==> src/rtl/clk_ctrl_pkg.sv <==
// Shared types and constants for the processor clock run-control block.
// Optional build macro used by this slice: CLK_CTRL_CYCLE_COUNT_EN.
package clk_ctrl_pkg;

   localparam int DIV_W_DEFAULT = 16;
   localparam int MIN_HALF      = 1;

   typedef enum logic [1:0] {
      HALT = 2'd0,
      RUN  = 2'd1,
      STEP = 2'd2
   } state_t;

   // Half-period for a divisor: odd values round down, 0 and 1 behave as 2.
   function automatic int unsigned half_of(input int unsigned div);
      if ((div >> 1) < MIN_HALF)
         return MIN_HALF;
      return div >> 1;
   endfunction

endpackage

==> src/rtl/clock_div_ctrl_if.sv <==
// Configuration / run-control / status bundle of clock_div_ctrl.
// master = board-side controller, slave = clock_div_ctrl.
interface clock_div_ctrl_if #(
   parameter int DIV_W = clk_ctrl_pkg::DIV_W_DEFAULT
);
   logic             cfg_valid;
   logic [DIV_W-1:0] cfg_div;
   logic             cfg_ready;
   logic             run_en;
   logic             step;
   logic             outclk;
   logic             tick;
   logic             halted;
   logic [31:0]      cycle_cnt;

   modport master (
      output cfg_valid, cfg_div, run_en, step,
      input  cfg_ready, outclk, tick, halted, cycle_cnt
   );

   modport slave (
      input  cfg_valid, cfg_div, run_en, step,
      output cfg_ready, outclk, tick, halted, cycle_cnt
   );
endinterface

==> src/rtl/clk_phase_gen.sv <==
// Phase counter for the generated clock: counts 0..half-1 per phase and
// toggles the phase on wrap; boundary flags the last cycle of the low phase.
module clk_phase_gen #(
   parameter int               DIV_W     = 16,
   parameter logic [DIV_W-1:0] INIT_HALF = DIV_W'(5)
) (
   input  logic             refclk,
   input  logic             resetn,
   input  logic [DIV_W-1:0] half,
   input  logic             load_half,
   input  logic             enable,
   input  logic             restart,
   output logic             phase,
   output logic             tick,
   output logic             boundary
);

   logic [DIV_W-1:0] half_q;
   logic [DIV_W-1:0] cnt;
   logic             at_end;

   // at_end uses the half in force now, so a load never shortens the current period.
   assign at_end   = (cnt == half_q - DIV_W'(1));
   assign boundary = at_end & ~phase;

   // NOTE: state registers use non-blocking assignments so every flop samples
   // pre-edge values; the later tick assignment intentionally overrides the default.
   always_ff @(posedge refclk or negedge resetn) begin
      if (!resetn) begin
         half_q <= INIT_HALF;
         cnt    <= '0;
         phase  <= 1'b0;
         tick   <= 1'b0;
      end else begin
         tick <= 1'b0;
         if (load_half)
            half_q <= half;
         if (restart) begin
            cnt   <= '0;
            phase <= 1'b1;
            tick  <= 1'b1;
         end else if (enable) begin
            if (at_end) begin
               cnt   <= '0;
               phase <= ~phase;
               tick  <= ~phase;
            end else begin
               cnt <= cnt + DIV_W'(1);
            end
         end
      end
   end

endmodule

==> src/rtl/clock_div_ctrl.sv <==
// Run-control and divisor controller for the CPU clock (RUN / HALT / STEP).
// Define CLK_CTRL_CYCLE_COUNT_EN to build the outclk period counter.
module clock_div_ctrl
   import clk_ctrl_pkg::*;
#(
   parameter int DIV_W       = DIV_W_DEFAULT,
   parameter int DEFAULT_DIV = 10
) (
   input logic             refclk,
   input logic             resetn,
   clock_div_ctrl_if.slave bus
);

   localparam logic [DIV_W-1:0] INIT_HALF = DIV_W'(half_of(DEFAULT_DIV));

   state_t           state;
   logic             step_q;
   logic             pend_valid;
   logic [DIV_W-1:0] pend_div;
   logic             halted_q;

   logic             phase;
   logic             tick;
   logic             boundary;
   logic             step_rise;
   logic             period_end;
   logic             go_halt;
   logic             leave_halt;
   logic             apply;
   logic             enable;
   logic [DIV_W-1:0] pend_half;

   always_comb begin
      step_rise  = bus.step & ~step_q;
      period_end = (state != HALT) & boundary;
      go_halt    = period_end & ~bus.run_en;
      leave_halt = (state == HALT) & (bus.run_en | step_rise);
      // A pending divisor lands on a period boundary, or straight away when parked.
      apply      = pend_valid & ((state == HALT) | period_end);
      enable     = (state != HALT) & ~go_halt;
      pend_half  = DIV_W'(half_of(32'(pend_div)));
   end

   clk_phase_gen #(
      .DIV_W     (DIV_W),
      .INIT_HALF (INIT_HALF)
   ) u_phase (
      .refclk    (refclk),
      .resetn    (resetn),
      .half      (pend_half),
      .load_half (apply),
      .enable    (enable),
      .restart   (leave_halt),
      .phase     (phase),
      .tick      (tick),
      .boundary  (boundary)
   );

   always_ff @(posedge refclk or negedge resetn) begin
      if (!resetn) begin
         state      <= HALT;
         halted_q   <= 1'b1;
         step_q     <= 1'b0;
         pend_valid <= 1'b0;
         pend_div   <= '0;
      end else begin
         step_q <= bus.step;
         unique case (state)
            HALT: begin
               if (bus.run_en) begin
                  state    <= RUN;
                  halted_q <= 1'b0;
               end else if (step_rise) begin
                  state    <= STEP;
                  halted_q <= 1'b0;
               end
            end
            RUN: begin
               if (go_halt) begin
                  state    <= HALT;
                  halted_q <= 1'b1;
               end
            end
            STEP: begin
               // Step edges inside the period are not queued; run_en decides the exit.
               if (period_end) begin
                  state    <= bus.run_en ? RUN : HALT;
                  halted_q <= ~bus.run_en;
               end
            end
            default: begin
               state    <= HALT;
               halted_q <= 1'b1;
            end
         endcase

         if (apply)
            pend_valid <= 1'b0;
         else if (bus.cfg_valid && !pend_valid) begin
            pend_valid <= 1'b1;
            pend_div   <= bus.cfg_div;
         end
      end
   end

   assign bus.outclk    = phase;
   assign bus.tick      = tick;
   assign bus.halted    = halted_q;
   assign bus.cfg_ready = ~pend_valid;

`ifdef CLK_CTRL_CYCLE_COUNT_EN
   logic [31:0] cycle_q;

   always_ff @(posedge refclk or negedge resetn) begin
      if (!resetn)
         cycle_q <= '0;
      else if (tick)
         cycle_q <= cycle_q + 32'd1;
   end

   assign bus.cycle_cnt = cycle_q;
`else
   assign bus.cycle_cnt = '0;
`endif

endmodule
==> src/flat_wrapper.sv <==
// flat-port wrapper written by rule: the top's interface ports become plain ports
module clock_div_ctrl_flat import clk_ctrl_pkg::*;
#(
   parameter int DIV_W       = DIV_W_DEFAULT,
   parameter int DEFAULT_DIV = 10
)
  (refclk, resetn, bus_cfg_valid, bus_cfg_div, bus_run_en, bus_step, bus_cfg_ready, bus_outclk, bus_tick, bus_halted, bus_cycle_cnt);
  clock_div_ctrl_if #(.DIV_W(DIV_W)) bus_i ();
  input logic refclk;
  input logic resetn;
  input wire logic [$bits(bus_i.cfg_valid)-1:0] bus_cfg_valid;
  input wire logic [$bits(bus_i.cfg_div)-1:0] bus_cfg_div;
  input wire logic [$bits(bus_i.run_en)-1:0] bus_run_en;
  input wire logic [$bits(bus_i.step)-1:0] bus_step;
  output wire logic [$bits(bus_i.cfg_ready)-1:0] bus_cfg_ready;
  output wire logic [$bits(bus_i.outclk)-1:0] bus_outclk;
  output wire logic [$bits(bus_i.tick)-1:0] bus_tick;
  output wire logic [$bits(bus_i.halted)-1:0] bus_halted;
  output wire logic [$bits(bus_i.cycle_cnt)-1:0] bus_cycle_cnt;
  assign bus_i.cfg_valid = bus_cfg_valid;
  assign bus_i.cfg_div = bus_cfg_div;
  assign bus_i.run_en = bus_run_en;
  assign bus_i.step = bus_step;
  assign bus_cfg_ready = bus_i.cfg_ready;
  assign bus_outclk = bus_i.outclk;
  assign bus_tick = bus_i.tick;
  assign bus_halted = bus_i.halted;
  assign bus_cycle_cnt = bus_i.cycle_cnt;
  clock_div_ctrl #(.DIV_W(DIV_W), .DEFAULT_DIV(DEFAULT_DIV)) u_core (.refclk(refclk), .resetn(resetn), .bus(bus_i));
endmodule
==> config.mk <==
export PLATFORM = sky130hd
export DESIGN_NAME = clock_div_ctrl_flat
export DESIGN_NICKNAME = d
export VERILOG_FILES = /design/src/rtl/clk_ctrl_pkg.sv /design/src/rtl/clock_div_ctrl_if.sv /design/src/rtl/clk_phase_gen.sv /design/src/rtl/clock_div_ctrl.sv /design/src/flat_wrapper.sv
export SDC_FILE = /design/constraint.sdc
export NUM_CORES = 1
export LEC_CHECK = 0
export BUFFER_PORTS_ARGS = -buffer_cell sky130_fd_sc_hd__buf_2
export CAP_MARGIN = 25
export CORE_MARGIN = 2
export CORE_UTILIZATION = 40
export DETAILED_ROUTE_END_ITERATION = 8
export GPL_ROUTABILITY_DRIVEN = 0
export SKIP_LAST_GASP = 1
export SYNTH_ARGS = -nofsm -noshare
export SYNTH_HDL_FRONTEND = slang
export SYNTH_SLANG_ARGS = --single-unit
==> constraint.sdc <==
create_clock -name refclk -period 3.45 [get_ports refclk]
set_clock_uncertainty 0.15 [all_clocks]
set_input_delay 0.69 -clock refclk [delete_from_list [all_inputs] [get_ports refclk]]
set_output_delay 0.69 -clock refclk [all_outputs]
set_load 0.05 [all_outputs]
==> qor.txt, run 1 <==
outcome: finished, final reports clean
asr flop ratio synth: 100.0%
Crit Path Category: reg -> reg
Final setup viols: 0
share of cells above drive strength 1: 25.14%
Die Wd: 95.25 um
final net count: 372
Root Driver: clkbuf_8
clk buf depth: 2
clock latency on the worst-skew pair: 0.31 ns
Num CTS Buffers: 5
internal power: 1.203 mW
# DRC: 0
Die ar.: 9073 um^2
Ant. Diodes: 0
compound-gate portion of the synthesized area: 12.81%
critical path endpoint category: flip-flop
largest net degree at the start of global routing: 22
number of flops mapped to enable cells by yosys: 0
Initial DRC Count: 88
worst-path fanout max: 15
Filler Cell Count: 805
Max Cap Viol: 0
GRT overflow: 0
Post-Route WL: 6.361 mm
CP Launch Type: flip-flop
vias in the first global route: 2,103
largest family of logic cells by synthesized area: simple AND/OR/NAND/NOR gates
Slew Limit Fails: 0
IO Pins: 57
f_max: 308.6 MHz
critical path cell sequence: inv_1, ha_1, nor4b_4, buf_4, and3_1, nor3_1, o31ai_1, a211o_1, o31ai_4, buf_4, nand2_4, mux2_4
number of detailed-route iterations in the first pass: 4
Peak VDD IR: 0.2466 mV
R2R Setup Slk: 0.21 ns
post-synthesis xor/xnor area fraction: 3.944%
routing usage on met3: 2.530%
met1 usage: 19.93%
CTS Hold Bufs: 0
cell area after synthesis: 3331 um^2
fin cells: 455
Total GRT Usage: 14.55%
Post-synth top flop: dfrtp_1
Clock Sinks: 53
sequential share of power: 49.0%
synthesis-to-layout area growth: 6.799%
Hold Crit Class: in -> async
HPWL Detailed: 4.768 mm
Initial Utilization: 40.95%
critical path's most frequent cell: buf_4
total power draw: 1.887 mW
first-pass GRT wire length: 10.30 mm
Worst R2R Path Depth: 12
IO buf count: 23
Mean Syn Cell Area: 10.31 um^2
clock power share: 18.6%
via count: 2,367
Unique masters post-synth: 57
GRT busiest layer: met2
Final Hold Fails: 0
max incr delay on CP: 0.61 ns
register area share after synthesis: 39.93%
Seq cells post-synth: 53
row cnt: 33
Syn Inst Count: 323
Net Sw Frac: 36.25%
Req. time, crit path: 3.50 ns
H-tree Lvls: 2
Critical path buffers and inverters: 3
ANT nets after route: 0
placed insts: 444
Final min period: 3.241 ns
die height: 95.25 um
Core Region: 8134 um^2
met2 usage: 24.06%
clk slew on worst S/H paths: 0.09 ns
Fin Setup TNS: 0 ns
RSZ-0062 raised after global routing: false
combinational power share: 32.4%
P per Cell Area: 530.4 nW/um^2
sw power: 683.9 uW
crit path max-delay cell type: dfstp_2
Top Family by Delay on Critical Path: compound AO/OA/AOI/OAI gates
CTS tree: built
multiplexer share of the synthesized area: 11.76%
Worst path depth: 12
final worst-path cycle share: 93.93%
critical path arrival: 3.29 ns
fraction of the mapped netlist area in simple logic gates: 19.95%
initial antenna violation count: 0
Synth Area in Adders: 0.7513%
routed length per placed instance: 13.98 um
Leak: 1.669 nW
Vias/cell: 5.202
Warnings, synthesis: 0
## cells in the mapped netlist (3+ instances only)
cell type  instances  area [um^2]
a21o_1             3        22.52
a21oi_1            5        25.02
a221o_1           14        140.1
a31oi_1            4        25.02
and3_1            16        100.1
buf_4             33        247.7
buf_6              5        56.30
clkbuf_1           7        26.28
dfrtp_1           50         1251
dfstp_2            3        78.83
inv_1              6        22.52
mux2_2            21        236.5
mux2_4             9        135.1
nand2_1           16        60.06
nand3_1            8        40.04
nand3b_1           3        22.52
nand4_1            3        18.77
nor2_1            25        93.84
nor2b_1            4        25.02
nor3_1             5        25.02
nor4_1             6        37.54
o21ai_0            8        40.04
or2_2              4        25.02
or3_1              9        56.30
xnor2_1           10        87.58
xor2_1             5        43.79
## final timing paths
check | start | end
max in group asynchronous | resetn | u_core.bus.halted
worst min register to register | u_core.pend_div[1] | u_core.pend_div[1]
worst max-delay path | u_core.u_phase.half_q[0] | u_core.u_phase.half_q[13]
worst min-delay path | resetn | u_core.u_phase.cnt[4]
min in group refclk | bus_step | u_core.step_q
worst max register to register | u_core.u_phase.half_q[0] | u_core.u_phase.half_q[13]
## kinds of logic after synthesis
family                   Yosys count
AND/OR/NAND/NOR                  115
AO/OA/AOI/OAI                     53
flip-flops                        53
buffers and inverters             52
multiplexers                      32
XOR/XNOR                          15
adder cells (fa/ha/maj)            2
other                              1
## repair_timing
action / CTS / global route
endpoints found under the setup margin: 0 / 31
buffers inserted: 0 / 3
gates resized for setup: 0 / 4
endpoints found under the hold margin: 0 / 0
## cells in the final DEF, fill, tap and decap left out, types with 3 or more instances in the layout
cell | Yosys | layout
a21o_1 | 3 | 3
a21oi_1 | 5 | 5
a221o_1 | 14 | 14
a31oi_1 | 4 | 4
and3_1 | 16 | 16
buf_2 | 1 | 23
buf_4 | 33 | 10
clkbuf_8 | 0 | 5
conb_1 | 1 | 32
dfrtp_1 | 50 | 50
dfstp_2 | 3 | 3
inv_1 | 6 | 6
mux2_2 | 21 | 21
mux2_4 | 9 | 9
nand2_1 | 16 | 16
nand3_1 | 8 | 7
nand3b_1 | 3 | 3
nand4_1 | 3 | 3
nor2_1 | 25 | 25
nor2b_1 | 4 | 4
nor3_1 | 5 | 5
nor4_1 | 6 | 6
o21ai_0 | 8 | 8
or2_2 | 4 | 4
or3_1 | 9 | 9
xnor2_1 | 10 | 10
xor2_1 | 5 | 5
## registers in the layout, summed over array words and instances (netlist names)
| register | flops |
|---|---|
| u_core.u_phase.half_q | 15 |
| u_core.state | 2 |
| u_core.pend_div | 15 |
| u_core.u_phase.phase | 1 |
| u_core.pend_valid | 1 |
| u_core.step_q | 1 |
| u_core.u_phase.cnt | 16 |
| u_core.u_phase.tick | 1 |
| u_core.bus.halted | 1 |
## metrics by stage
stage          util [%]  cell area [um^2]  setup WS (ns)  hold WS (ns)
3_5_place_dp      42.18              3431         0.1249        0.3560
5_1_grt           43.73              3557        0.02987        0.2088
4_1_cts           43.27              3520        0.09547        0.2002
2_1_floorplan         -              3447         0.4572        0.2444
6_report          43.73              3557         0.2093        0.1796
3_3_place_gp      42.18              3431         0.1691        0.3457
## final cells by class
| class | count | area [um^2] | share of cell area, % |
|---|---|---|---|
| well taps | 105 | 131.4 | 3.693 |
| inverters | 6 | 22.52 | 0.6331 |
| flip-flops and latches | 53 | 1330 | 37.39 |
| repair buffers | 34 | 210.2 | 5.909 |
| clock buffers | 6 | 72.57 | 2.040 |
| multi-input cells | 249 | 1774 | 49.88 |
| clock inverters | 2 | 16.27 | 0.4573 |
## power by group through the flow
| stage | registers [mW] | logic (mW) | clock network [mW] |
|---|---|---|---|
| after floorplan | 0.878 | 0.535 | 0 |
| after global placement | 0.932 | 0.575 | 0 |
| after detailed placement | 0.938 | 0.592 | 0 |
| after CTS | 0.925 | 0.595 | 0.367 |
| after global routing | 0.945 | 0.672 | 0.394 |
| final | 0.924 | 0.612 | 0.351 |
## routing by layer
layer  up-vias  share of wire, %
li1       1162                 -
met1      1147                48
met2        50                47
met3         8               4.3
met4         0              0.88
met5         -                 0
Power figures use the tool's default switching activity.
==> run 2, diff against run 1 <==
Settings changed: CELL_PAD_IN_SITES_DETAIL_PLACEMENT set to 0, CELL_PAD_IN_SITES_GLOBAL_PLACEMENT set to 2, CORE_ASPECT_RATIO set to 1.4, CORE_UTILIZATION 40 to 36, PLACE_DENSITY_LB_ADDON set to 0.1.
==> run 2 against run 1 <==
Setup slack better by 0.036 ns. Global-route usage is 0.35 points higher. Final area is 3.2% higher. Sequential power hardly changed. First-iteration DRC count is 2.3% lower. Critical endpoint is now u_core.u_phase.cnt[10]. Largest cell class unchanged. Largest power group unchanged.
==> qor.txt, run 2 (synthesis results as in run 1) <==
final worst-path cycle share: 92.88% (-1.1 points)
clk buf depth: 2 (unchanged)
Vias/cell: 5.024 (-3.4%)
Leak: 1.733 nW (+3.8%)
max_slew headroom: 54.12%
Final setup viols: 0 (unchanged)
Clock Sinks: 53 (unchanged)
critical path endpoint category: flip-flop
Filler Cell Count: 925 (+15%)
r2r endpoint: u_core.u_phase.cnt[10]
Crit Path Category: reg -> reg
Hold Crit Class: in -> async
routed length per placed instance: 15.09 um (+7.9%)
via count: 2,336 (-1.3%)
commonest non-fill, non-tap cell in the layout: dfrtp_1
Num CTS Buffers: 5 (unchanged)
CP Launch Type: flip-flop
CTS Hold Bufs: 0 (unchanged)
number of detailed-route iterations in the first pass: 4 (unchanged)
fin cells: 465 (+2.2%)
CTS tree: built
Max Cap Viol: 0 (unchanged)
critical path arrival: 3.23 ns (-0.06 ns)
most frequent cells in the layout: dfrtp_1, conb_1, nor2_1
Setup Fix Bufs, Post-CTS: 0 (unchanged)
share of cells above drive strength 1: 26.54% (+1.4 points)
RSZ-0062 raised after global routing: false
Initial DRC Count: 86 (-2.3%)
final setup margin: 0.2456 ns (+0.03636 ns)
# DRC: 0 (unchanged)
die height: 117.8 um (+24%)
final net count: 380 (+2.2%)
utilization after layout: 40.67% (-3.1 points)
Biggest register: u_core.u_phase.cnt
DP Worst Slack: 0.2006 ns (+0.07561 ns)
Sequential cell area: 1330 um^2 (unchanged)
IO Pins: 57 (unchanged)
Die Wd: 85.29 um (-10%)
synthesis-to-layout area growth: 10.26%
Worst R2R Path Depth: 12 (unchanged)
H-tree Lvls: 2 (unchanged)
IO buf count: 23 (unchanged)
post-CTS sizing: 0 (unchanged)
Peak VDD IR: 0.2735 mV (+11%)
Slew Limit Fails: 0 (unchanged)
final hold slack: 0.3546 ns (+0.1750 ns)
first-pass GRT wire length: 11.79 mm (+14%)
HPWL Detailed: 5.345 mm (+12%)
Total GRT Usage: 14.89% (+0.35 points)
CP startpoint: u_core.u_phase.half_q[0]
Fin Setup TNS: 0 ns (unchanged)
Req. time, crit path: 3.48 ns (-0.02 ns)
clock latency on the worst-skew pair: 0.29 ns (-0.02 ns)
R2R Setup Slk: 0.25 ns (+0.04 ns)
row cnt: 41 (+24%)
Largest regs: u_core.u_phase.cnt x16, u_core.pend_div x15, u_core.u_phase.half_q x15
Final min period: 3.204 ns (-0.03636 ns)
Slew @ Worst Pin: 0.6881 ns
worst-path fanout max: 14 (-1)
Post-Route WL: 7.015 mm (+10%)
max reg flops: 16 (unchanged)
vias in the first global route: 2,280 (+8.4%)
Root Driver: clkbuf_16
initial antenna violation count: 0 (unchanged)
placed insts: 457 (+2.9%)
worst r2r src: u_core.u_phase.half_q[0]
f_max: 312.1 MHz (+1.1%)
Initial Utilization: 36.89% (-4.1 points)
P per Cell Area: 559.2 nW/um^2 (+5.4%)
Core Region: 9029 um^2 (+11%)
outcome: finished, final reports clean
Die ar.: 10,050 um^2 (+11%)
multi-input logic area: 1769 um^2 (-0.28%)
Ant. Diodes: 0 (unchanged)
ANT nets after route: 0 (unchanged)
largest net degree at the start of global routing: 54 (+150%)
clk slew on worst S/H paths: 0.07 ns (-0.02 ns)
Final Hold Fails: 0 (unchanged)
GRT overflow: 0 (unchanged)
## run 2: power by group
group | leakage, nW | total [mW] | switching, mW | internal, mW
registers | 0.668 | 0.921 | 0.157 | 0.763
clock network | 0.0702 | 0.510 | 0.239 | 0.271
logic | 0.994 | 0.623 | 0.319 | 0.304
## run 2: metrics by stage
step | area, um^2 | power (mW)
3_5_place_dp | 3516 | 1.574
3_3_place_gp | 3516 | 1.562
5_1_grt | 3672 | 2.195
6_report | 3672 | 2.054
2_1_floorplan | 3447 | 1.413
4_1_cts | 3662 | 2.086
## run 2: layout make-up
cell class,instances,share of cell area (%)
clock buffers,5,3.407
multi-input cells,249,48.18
flip-flops and latches,53,36.22
clock inverters,3,0.5792
well taps,107,3.646
inverters,6,0.6133
repair buffers,42,7.359
## run 2: worst max-delay path by stage
stage                                           end  cells past startpoint  slack, ns
after floorplan           u_core.u_phase.half_q[10]                     11       0.46
after global placement       u_core.u_phase.cnt[15]                     12       0.21
after detailed placement      u_core.u_phase.cnt[8]                     12       0.20
after CTS                    u_core.u_phase.cnt[10]                     12       0.18
after global routing         u_core.u_phase.cnt[10]                     13      0.004
final                        u_core.u_phase.cnt[10]                     12       0.25
## run 2: worst max-delay path, cell delays in order (launching register included)
cell	delay, ns
dfstp_2	0.53
inv_1	0.05
ha_1	0.23
buf_4	0.15
nor4b_4	0.12
buf_4	0.18
and3_1	0.20
nor3_1	0.13
o31ai_1	0.11
a211o_1	0.35
o31a_2	0.43
and3_1	0.20
a221o_1	0.26
## run 2: layer usage
metal | global-route usage [%] | share of wire, %
met1 | 18.51 | 44
met3 | 2.314 | 2.3
met5 | 0 | 0
met2 | 26.27 | 53
met4 | 4.266 | 1.2
